[src/rtl/muldiv_pkg.sv]
// rtl/muldiv_pkg.sv - shared constants and FSM state type for the sequential multiply/divide unit
package muldiv_pkg;

    localparam int         WIDTH  = 16;
    localparam logic [3:0] OP_MUL = 4'b0001;
    localparam logic [3:0] OP_DIV = 4'b0010;
    localparam int         CNT_W  = 5;

    typedef enum logic [1:0] {
        IDLE,
        RUN,
        DONE
    } state_e;

endpackage

[src/rtl/muldiv_step.sv]
// rtl/muldiv_step.sv - one combinational iteration: shift-add multiply or restoring-divide step
module muldiv_step #(
    parameter int WIDTH = 16
) (
    input  logic             i_is_div,
    input  logic [WIDTH-1:0] i_hi,
    input  logic [WIDTH-1:0] i_lo,
    input  logic [WIDTH-1:0] i_b,
    output logic [WIDTH-1:0] o_hi,
    output logic [WIDTH-1:0] o_lo
);

    logic [WIDTH:0]   w_sum;
    logic [WIDTH:0]   w_shift;
    logic [WIDTH-1:0] w_diff;
    logic [WIDTH:0]   w_add;
    logic             w_q;

    always_comb begin
        w_sum   = {1'b0, i_hi} + {1'b0, i_b};
        w_shift = {i_hi, i_lo[WIDTH-1]};
        // the partial remainder is below 2*divisor, so the difference always fits in WIDTH bits
        w_diff  = w_shift[WIDTH-1:0] - i_b;
        w_q     = (w_shift >= {1'b0, i_b});
        w_add   = i_lo[0] ? w_sum : {1'b0, i_hi};
        if (i_is_div) begin
            o_hi = w_q ? w_diff : w_shift[WIDTH-1:0];
            o_lo = {i_lo[WIDTH-2:0], w_q};
        end else begin
            o_hi = w_add[WIDTH:1];
            o_lo = {w_add[0], i_lo[WIDTH-1:1]};
        end
    end

endmodule

[src/rtl/muldiv_seq.sv]
// rtl/muldiv_seq.sv - fixed-latency iterative unsigned multiply/divide with pipeline stall handshake
module muldiv_seq #(
    parameter int         WIDTH  = muldiv_pkg::WIDTH,
    parameter logic [3:0] OP_MUL = muldiv_pkg::OP_MUL,
    parameter logic [3:0] OP_DIV = muldiv_pkg::OP_DIV
) (
    input  logic             clk,
    input  logic             rst_n,
    input  logic             start,
    input  logic [3:0]       func,
    input  logic [WIDTH-1:0] op_a,
    input  logic [WIDTH-1:0] op_b,
    input  logic             flush,
    output logic             stall,
    output logic             busy,
    output logic             done,
    output logic [WIDTH-1:0] res_lo,
    output logic [WIDTH-1:0] res_hi,
    output logic             div0
);
    import muldiv_pkg::*;

    localparam logic [CNT_W-1:0] LAST_ITER = CNT_W'(WIDTH - 1);

    state_e           r_state;
    state_e           w_next;
    logic [CNT_W-1:0] r_cnt;
    logic             r_is_div;
    logic [WIDTH-1:0] r_hi;
    logic [WIDTH-1:0] r_lo;
    logic [WIDTH-1:0] r_b;
    logic [WIDTH-1:0] r_res_lo;
    logic [WIDTH-1:0] r_res_hi;
    logic             r_div0;
    logic             w_accept;
    logic             w_is_div_req;
    logic [WIDTH-1:0] w_hi;
    logic [WIDTH-1:0] w_lo;

    assign w_is_div_req = (func == OP_DIV);

    muldiv_step #(.WIDTH(WIDTH)) u_step (
        .i_is_div (r_is_div),
        .i_hi     (r_hi),
        .i_lo     (r_lo),
        .i_b      (r_b),
        .o_hi     (w_hi),
        .o_lo     (w_lo)
    );

    always_comb begin
        w_next   = r_state;
        w_accept = 1'b0;
        stall    = 1'b0;
        busy     = (r_state != IDLE);
        done     = 1'b0;
        case (r_state)
            IDLE: begin
                // flush outranks a same-cycle start
                w_accept = start && !flush && ((func == OP_MUL) || w_is_div_req);
                stall    = w_accept;
                if (w_accept) w_next = RUN;
            end
            RUN: begin
                stall = 1'b1;
                if (flush)                   w_next = IDLE;
                else if (r_cnt == LAST_ITER) w_next = DONE;
            end
            DONE: begin
                done   = !flush;
                w_next = IDLE;
            end
            default: w_next = IDLE;
        endcase
    end

    always_ff @(posedge clk or negedge rst_n) begin
        if (!rst_n) begin
            r_state  <= IDLE;
            r_cnt    <= '0;
            r_is_div <= 1'b0;
            r_hi     <= '0;
            r_lo     <= '0;
            r_b      <= '0;
            r_res_lo <= '0;
            r_res_hi <= '0;
            r_div0   <= 1'b0;
        end else begin
            r_state <= w_next;
            if (w_accept) begin
                // multiply: multiplier shifts through lo, multiplicand held in r_b
                r_is_div <= w_is_div_req;
                r_cnt    <= '0;
                r_hi     <= '0;
                r_lo     <= w_is_div_req ? op_a : op_b;
                r_b      <= w_is_div_req ? op_b : op_a;
            end else if (r_state == RUN && !flush) begin
                r_hi  <= w_hi;
                r_lo  <= w_lo;
                r_cnt <= r_cnt + 1'b1;
                if (r_cnt == LAST_ITER) begin
                    r_res_hi <= w_hi;
                    r_res_lo <= w_lo;
                    r_div0   <= r_is_div && (r_b == '0);
                end
            end
        end
    end

    assign res_lo = r_res_lo;
    assign res_hi = r_res_hi;
    assign div0   = r_div0;

endmodule

[config.mk]
export PLATFORM = sky130hd
export DESIGN_NAME = muldiv_seq
export DESIGN_NICKNAME = d
export VERILOG_FILES = /design/src/rtl/muldiv_pkg.sv /design/src/rtl/muldiv_step.sv /design/src/rtl/muldiv_seq.sv
export SDC_FILE = /design/constraint.sdc
export NUM_CORES = 1
export LEC_CHECK = 0
export BUFFER_PORTS_ARGS = -buffer_cell sky130_fd_sc_hd__buf_2
export CORE_ASPECT_RATIO = 1.25
export CORE_MARGIN = 2
export CORE_UTILIZATION = 47
export DETAILED_ROUTE_END_ITERATION = 8
export GPL_ROUTABILITY_DRIVEN = 0
export PLACE_DENSITY = 0.67
export SYNTH_ARGS = -nofsm -noshare
export SYNTH_HDL_FRONTEND = slang
export SYNTH_SLANG_ARGS = --single-unit
[constraint.sdc]
create_clock -name clk -period 3.7 [get_ports clk]
set_input_delay 0.185 -clock clk [delete_from_list [all_inputs] [get_ports clk]]
set_output_delay 0.185 -clock clk [all_outputs]
set_load 0.05 [all_outputs]
==> flow_summary.yaml, run 1 <==
global_route:
  grt_pass1_vias: 5491
  overflow: 0
  track_usage_pct: 25.4
  antenna_found_initial: 0
  grt_max_degree: 76
  grt_pass1_wl_um: 28200
worst_setup_path:
  crit_type: "register to register"
  critPathLaunchType: "register"
  arrival_ns: 3.21
  cp-end-kind: "register"
  cp_max_fo: 5
  rr_worst_depth: 9
  worstPathRequired_ns: 3.90
logic_synthesis:
  synth_area_leaders: "dfrtp_1 37%, mux2i_1 7.7%, ha_1 7.0%"
  synth_edf_count: 0
  ys.flop_type: "dfrtp_1"
  yosys_warnings: 0
  avgSynthCellArea_um2: 9.05
  synth_area_um2: 6080
  netlist_instances: 672
  seq_area_frac_synth_pct: 36.6
  synth.most_common_cell: "dfrtp_1"
  yosysTopAreaCell: "dfrtp_1"
  netlist_top_cells_count: "89 x dfrtp_1, 85 x nand2_1, 58 x o21ai_0"
  yosysTopAreaCellShare_pct: 36.6
  async_flop_share_pct: 100
  syn_nets: 748
  synth-seq-cells: 89
  ys_types: 64
floorplanning:
  rows: 46
  die-area_um2: 13900
  core_area_um2: 12700
  start_util_pct: 48.1
  chipHeight_um: 131
  io_pins: 76
  fp.dieW_um: 106
status:
  status: "complete, but fails checks"
  violations: "negative hold slack"
timing:
  setup_tns_ns: 0
  rsz0062_at_grt: "no"
  skew_ns: 0.0165
  hold_violations: 17
  finalWorstSetupSlack_ns: 0.694
  fmax_ghz: 0.333
  final_max_slew_viol_count: 0
  slew_headroom_pct: 27.3
  hold_slack_ns: -0.0304
  layout_worst_path_cycle_share_pct: 81.3
  tightest_slew_ns: 1.09
  period_minus_slack_ns: 3.01
  setup_viol: 0
pwr:
  p_leak_nw: 3.24
  power.total_mw: 5.59
  ir_drop_mv: 0.312
  p_per_area_nw_per_um2: 813
clock_network:
  ctsResizeCount: 0
  cts-root-buf: "clkbuf_16"
  ctsHtreeMaxLevel: 3
  cts_sinks: 89
  clkSlewWorstSetupHoldPaths_ns: 0.08
  cts_tree: "built"
  clockBufferDepth: 2
  postCtsHoldBufs: 0
  post_cts_buffers: 0
  cts_made_buffers: 9
  insertion_delay_ns: 0.36
cells_and_area:
  fillers: 1209
  seqCellArea_um2: 2230
  drive_above_1_share_pct: 16.8
  area_delta_synth_final_pct: 13.0
  diodes: 0
  multiInputGateArea_um2: 3600
  nets: 805
routing:
  drtPass1Iterations: 6
  ant_nets: 0
  drt_wl_total_um: 17200
  drt_iter0_drc: 439
  drc: 0
  viasPerCell: 6.16
  num_vias: 5559
  drt-wirelength-per-cell_um: 19.1
place:
  dp_hpwl_um: 12500
  port_buffers: 75
  dp_slack_ns: 0.809
run:
  cap_violations: 0
min_path:
  min_path_type: "primary input to async pin"
-- registers in the layout, summed over array words and instances (netlist names) --
signal and count:
res_lo 16, r_is_div 1, r_state 2, r_cnt 5
r_lo 16, res_hi 16, r_hi 16, div0 1
r_b 16
-- metal layers --
metal	wire length [µm]	global-route usage (%)
met1	7210	32.6
met3	959	4.17
met5	0	0
met2	8210	41.0
met4	836	13.5
-- final timing paths --
check                                  startpoint                      to  slack, ns
max                           r_hi[0]$_DFFE_PN0P_    r_hi[13]$_DFFE_PN0P_       0.69
min                                         rst_n     r_hi[0]$_DFFE_PN0P_      -0.03
max reg2reg                   r_hi[0]$_DFFE_PN0P_    r_hi[13]$_DFFE_PN0P_       0.69
min reg2reg                res_hi[10]$_DFFE_PN0P_  res_hi[10]$_DFFE_PN0P_       0.47
max in group asynchronous                   rst_n     r_hi[2]$_DFFE_PN0P_       2.96
min in group clk                          op_a[5]      r_b[5]$_DFFE_PN0P_       0.14
-- cells by family (layout without fill, tap and decap cells) --
logic type,Yosys count,count (layout),share of synthesized area (%)
buffers and inverters,67,129,4.52
xor gates and xnor gates,20,20,2.88
DFF,89,89,36.6
and+or+nand+nor,195,195,15.0
muxes,53,53,8.84
adders and majority gates,36,36,7.65
AOI/OAI and AO/OA,212,212,24.5
-- critical path, cell delays in order (launching register included) --
cell	delay, ns
dfrtp_1	0.43
ha_1	0.26
fa_1	0.43
a211oi_1	0.37
nor4_1	0.15
o31ai_1	0.43
o21ai_0	0.24
xor2_1	0.18
a21oi_1	0.25
o31ai_1	0.10
-- stage by stage --
stage	hold WS [ns]	util [%]	area [µm²]	cells
4_1_cts	0.0340	54.2	6860	901
2_1_floorplan	-0.111	-	6080	672
3_3_place_gp	0.396	52.0	6580	885
5_1_grt	0.0582	54.3	6880	902
3_5_place_dp	0.404	52.0	6580	885
6_report	-0.0304	54.3	6880	902
-- cell type report --
cell class,count,share of cell area [%]
sequential,89,32.4
tap,168,3.06
multi-input combinational,516,52.3
timing repair buffer,85,6.64
inverter,28,1.53
clock inverter,5,0.546
clock buffer,11,3.53
-- cell usage in the layout (no fill, tap or decap), types with 6 or more instances in the layout --
cell        n
buf_4      10
o21ai_0    58
nand4_1     8
xnor2_1    10
nor2_1     26
nor2b_1     8
o21a_1      6
dfrtp_1    89
nor3_1      9
a31oi_1    11
nand2_1    84
buf_2      74
mux2_2      6
mux2i_1    47
inv_1      26
o221ai_1   15
xor2_1     10
clkbuf_16   9
a211oi_1   19
o211ai_1    6
o31ai_1    13
nand3_1    30
ha_1       34
a21o_1     16
a21oi_1    27
-- report_power, final --
group          switching, mW  internal (mW)  total (mW)
registers              0.313           1.19        1.50
logic                   1.94           1.26        3.20
clock network          0.411          0.478       0.889
Power figures use the tool's default switching activity.
==> run 2, diff against run 1 <==
clock period = 2.8 ns   (was 3.7 ns; I/O delays follow)
==> run 2 against run 1 <==
Against the previous run:
- the flow now finishes without violations
- sequential power up 31%
- worst setup slack worse by 0.62 ns
- hold slack better by 0.14 ns
- die area unchanged
- register-to-register slack worse by 0.62 ns
- first-iteration DRC count up 4.6%
- global-route usage down 0.070 points
- total power up 40%
- clock power up 42%
- routed wire length up 0.67%
- cell count up 3.2%
- fmax up 10%
==> flow_summary.yaml, run 2 (same netlist as run 1, synthesis figures left out) <==
pwr:
  p_per_area_nw_per_um2: 1090
  p_leak_nw: 3.39
  ir_drop_mv: 0.446
cells_and_area:
  layout_commonest_cell: "dfrtp_1"
  drive_above_1_share_pct: 20.3
  nets: 834
  area_delta_synth_final_pct: 17.6
  layout_common_cells: "88 x dfrtp_1, 84 x nand2_1, 74 x buf_2"
  diodes: 0
  final_util_pct: 56.5
floorplanning:
  die-area_um2: 13900
  core_area_um2: 12700
  start_util_pct: 48.1
  chipHeight_um: 131
  io_pins: 76
  fp.dieW_um: 106
  rows: 46
worst_setup_path:
  reg2reg_setup_slack_ns: 0.08
  critPathLaunchType: "register"
  crit_type: "register to register"
  arrival_ns: 2.97
  crit_chain: "ha_1 > a21o_1 > or3_4 > o211a_4 > o21ai_4 > buf_4 > nand3_1 > o211a_1 > o31ai_1"
  cp_max_fo: 11
  slowest_delay_ns: 0.43
  cp-end-kind: "register"
  worstPathRequired_ns: 3.05
  crit_slowest_cell: "dfrtp_1"
timing:
  rsz0062_at_grt: "yes"
  final_max_slew_viol_count: 0
  slew_headroom_pct: 20.2
  tightest_slew_ns: 1.19
  skew_ns: 0.00780
  setup_viol: 0
  fmax_ghz: 0.367
  hold_slack_ns: 0.107
  period_minus_slack_ns: 2.72
  setup_tns_ns: 0
  hold_violations: 0
  layout_worst_path_cycle_share_pct: 97.3
clock_network:
  cts_made_buffers: 9
  insertion_delay_ns: 0.35
  cts-root-buf: "clkbuf_16"
  cts_tree: "built"
  cts_sinks: 89
  clockBufferDepth: 2
  ctsHtreeMaxLevel: 3
  clkSlewWorstSetupHoldPaths_ns: 0.07
place:
  port_buffers: 75
  dp_hpwl_um: 13000
routing:
  num_vias: 5576
  highest_layer: "met4"
  wl_met2_um: 8260
  viasPerCell: 5.99
  wl_met3_um: 820
  drtPass1Iterations: 5
  drt_iter0_drc: 459
  ant_nets: 0
  met1_length_um: 7510
  drc: 0
  drt_wl_total_um: 17300
  drt-wirelength-per-cell_um: 18.6
global_route:
  grt_pass1_wl_um: 28100
  track_usage_pct: 25.3
  grt_max_degree: 57
  overflow: 0
  antenna_found_initial: 0
  grt_pass1_vias: 5484
run:
  cap_violations: 0
status:
  status: "complete, no violations"
min_path:
  min_path_type: "primary input to register"
[run 2: cell count changes in the layout (fill, tap and decap cells not counted), sizes merged]
cell,previous run,this run
dlygate4sd3,0,1
clkinv,3,2
bufinv,0,1
buf,85,112
nor2,27,28
[run 2: final cells by class]
| cell class | instances | area, µm² |
|---|---|---|
| fill | 1143 | 5510 |
| multi-input combinational | 517 | 3620 |
| sequential | 89 | 2230 |
| timing repair buffer | 113 | 691 |
| clock buffer | 11 | 243 |
| tap | 168 | 210 |
| inverter | 28 | 105 |
| clock inverter | 5 | 62.6 |
[run 2: repair_timing]
item,CTS,global route
hold buffers,1,0
setup endpoints to repair,0,22
gates resized for setup,0,5
setup buffers,0,1
endpoints found under the hold margin,44,0
[run 2: worst paths after layout]
kind	depth (start not counted)	start	end
worst min register to register	2	res_hi[12]$_DFFE_PN0P_	res_hi[12]$_DFFE_PN0P_
worst max register to register	9	r_hi[3]$_DFFE_PN0P_	res_hi[10]$_DFFE_PN0P_
max in group asynchronous	3	rst_n	r_lo[0]$_DFFE_PN0P_
worst max-delay path	9	r_hi[3]$_DFFE_PN0P_	res_hi[10]$_DFFE_PN0P_
worst min-delay path	3	op_b[7]	r_b[7]$_DFFE_PN0P_
min in group asynchronous	2	rst_n	r_lo[4]$_DFFE_PN0P_
[run 2: metrics by stage]
stage               power (mW)  cell area, µm²  worst slack (ns)  instances
detailed placement        6.43            6810            0.0623        912
finish                    7.82            7160            0.0757        931
floorplan                 5.10            6080             0.254        672
global placement          6.33            6810             0.105        912
global route              8.39            7160           -0.0339        931
CTS                       7.71            7130            0.0301        929
[run 2: routing by layer]
layer / up-vias / GRT usage, %
met5: - / 0
met3: 43 / 3.57
met1: 2673 / 33.0
li1: 2675 / -
met4: 0 / 12.0
met2: 185 / 41.5
[run 2: critical path, delay by kind of cell, from the launching register on]
family	cells	cell delay, ns
AOI/OAI and AO/OA	5	1.19
and+or+nand+nor	2	0.45
DFF	1	0.43
adders and majority gates	1	0.34
buffers and inverters	1	0.22
[run 2: where the power goes]
part,switching [mW],internal [mW],total (mW)
clock network,0.534,0.723,1.26
logic,2.65,1.93,4.59
registers,0.400,1.57,1.97
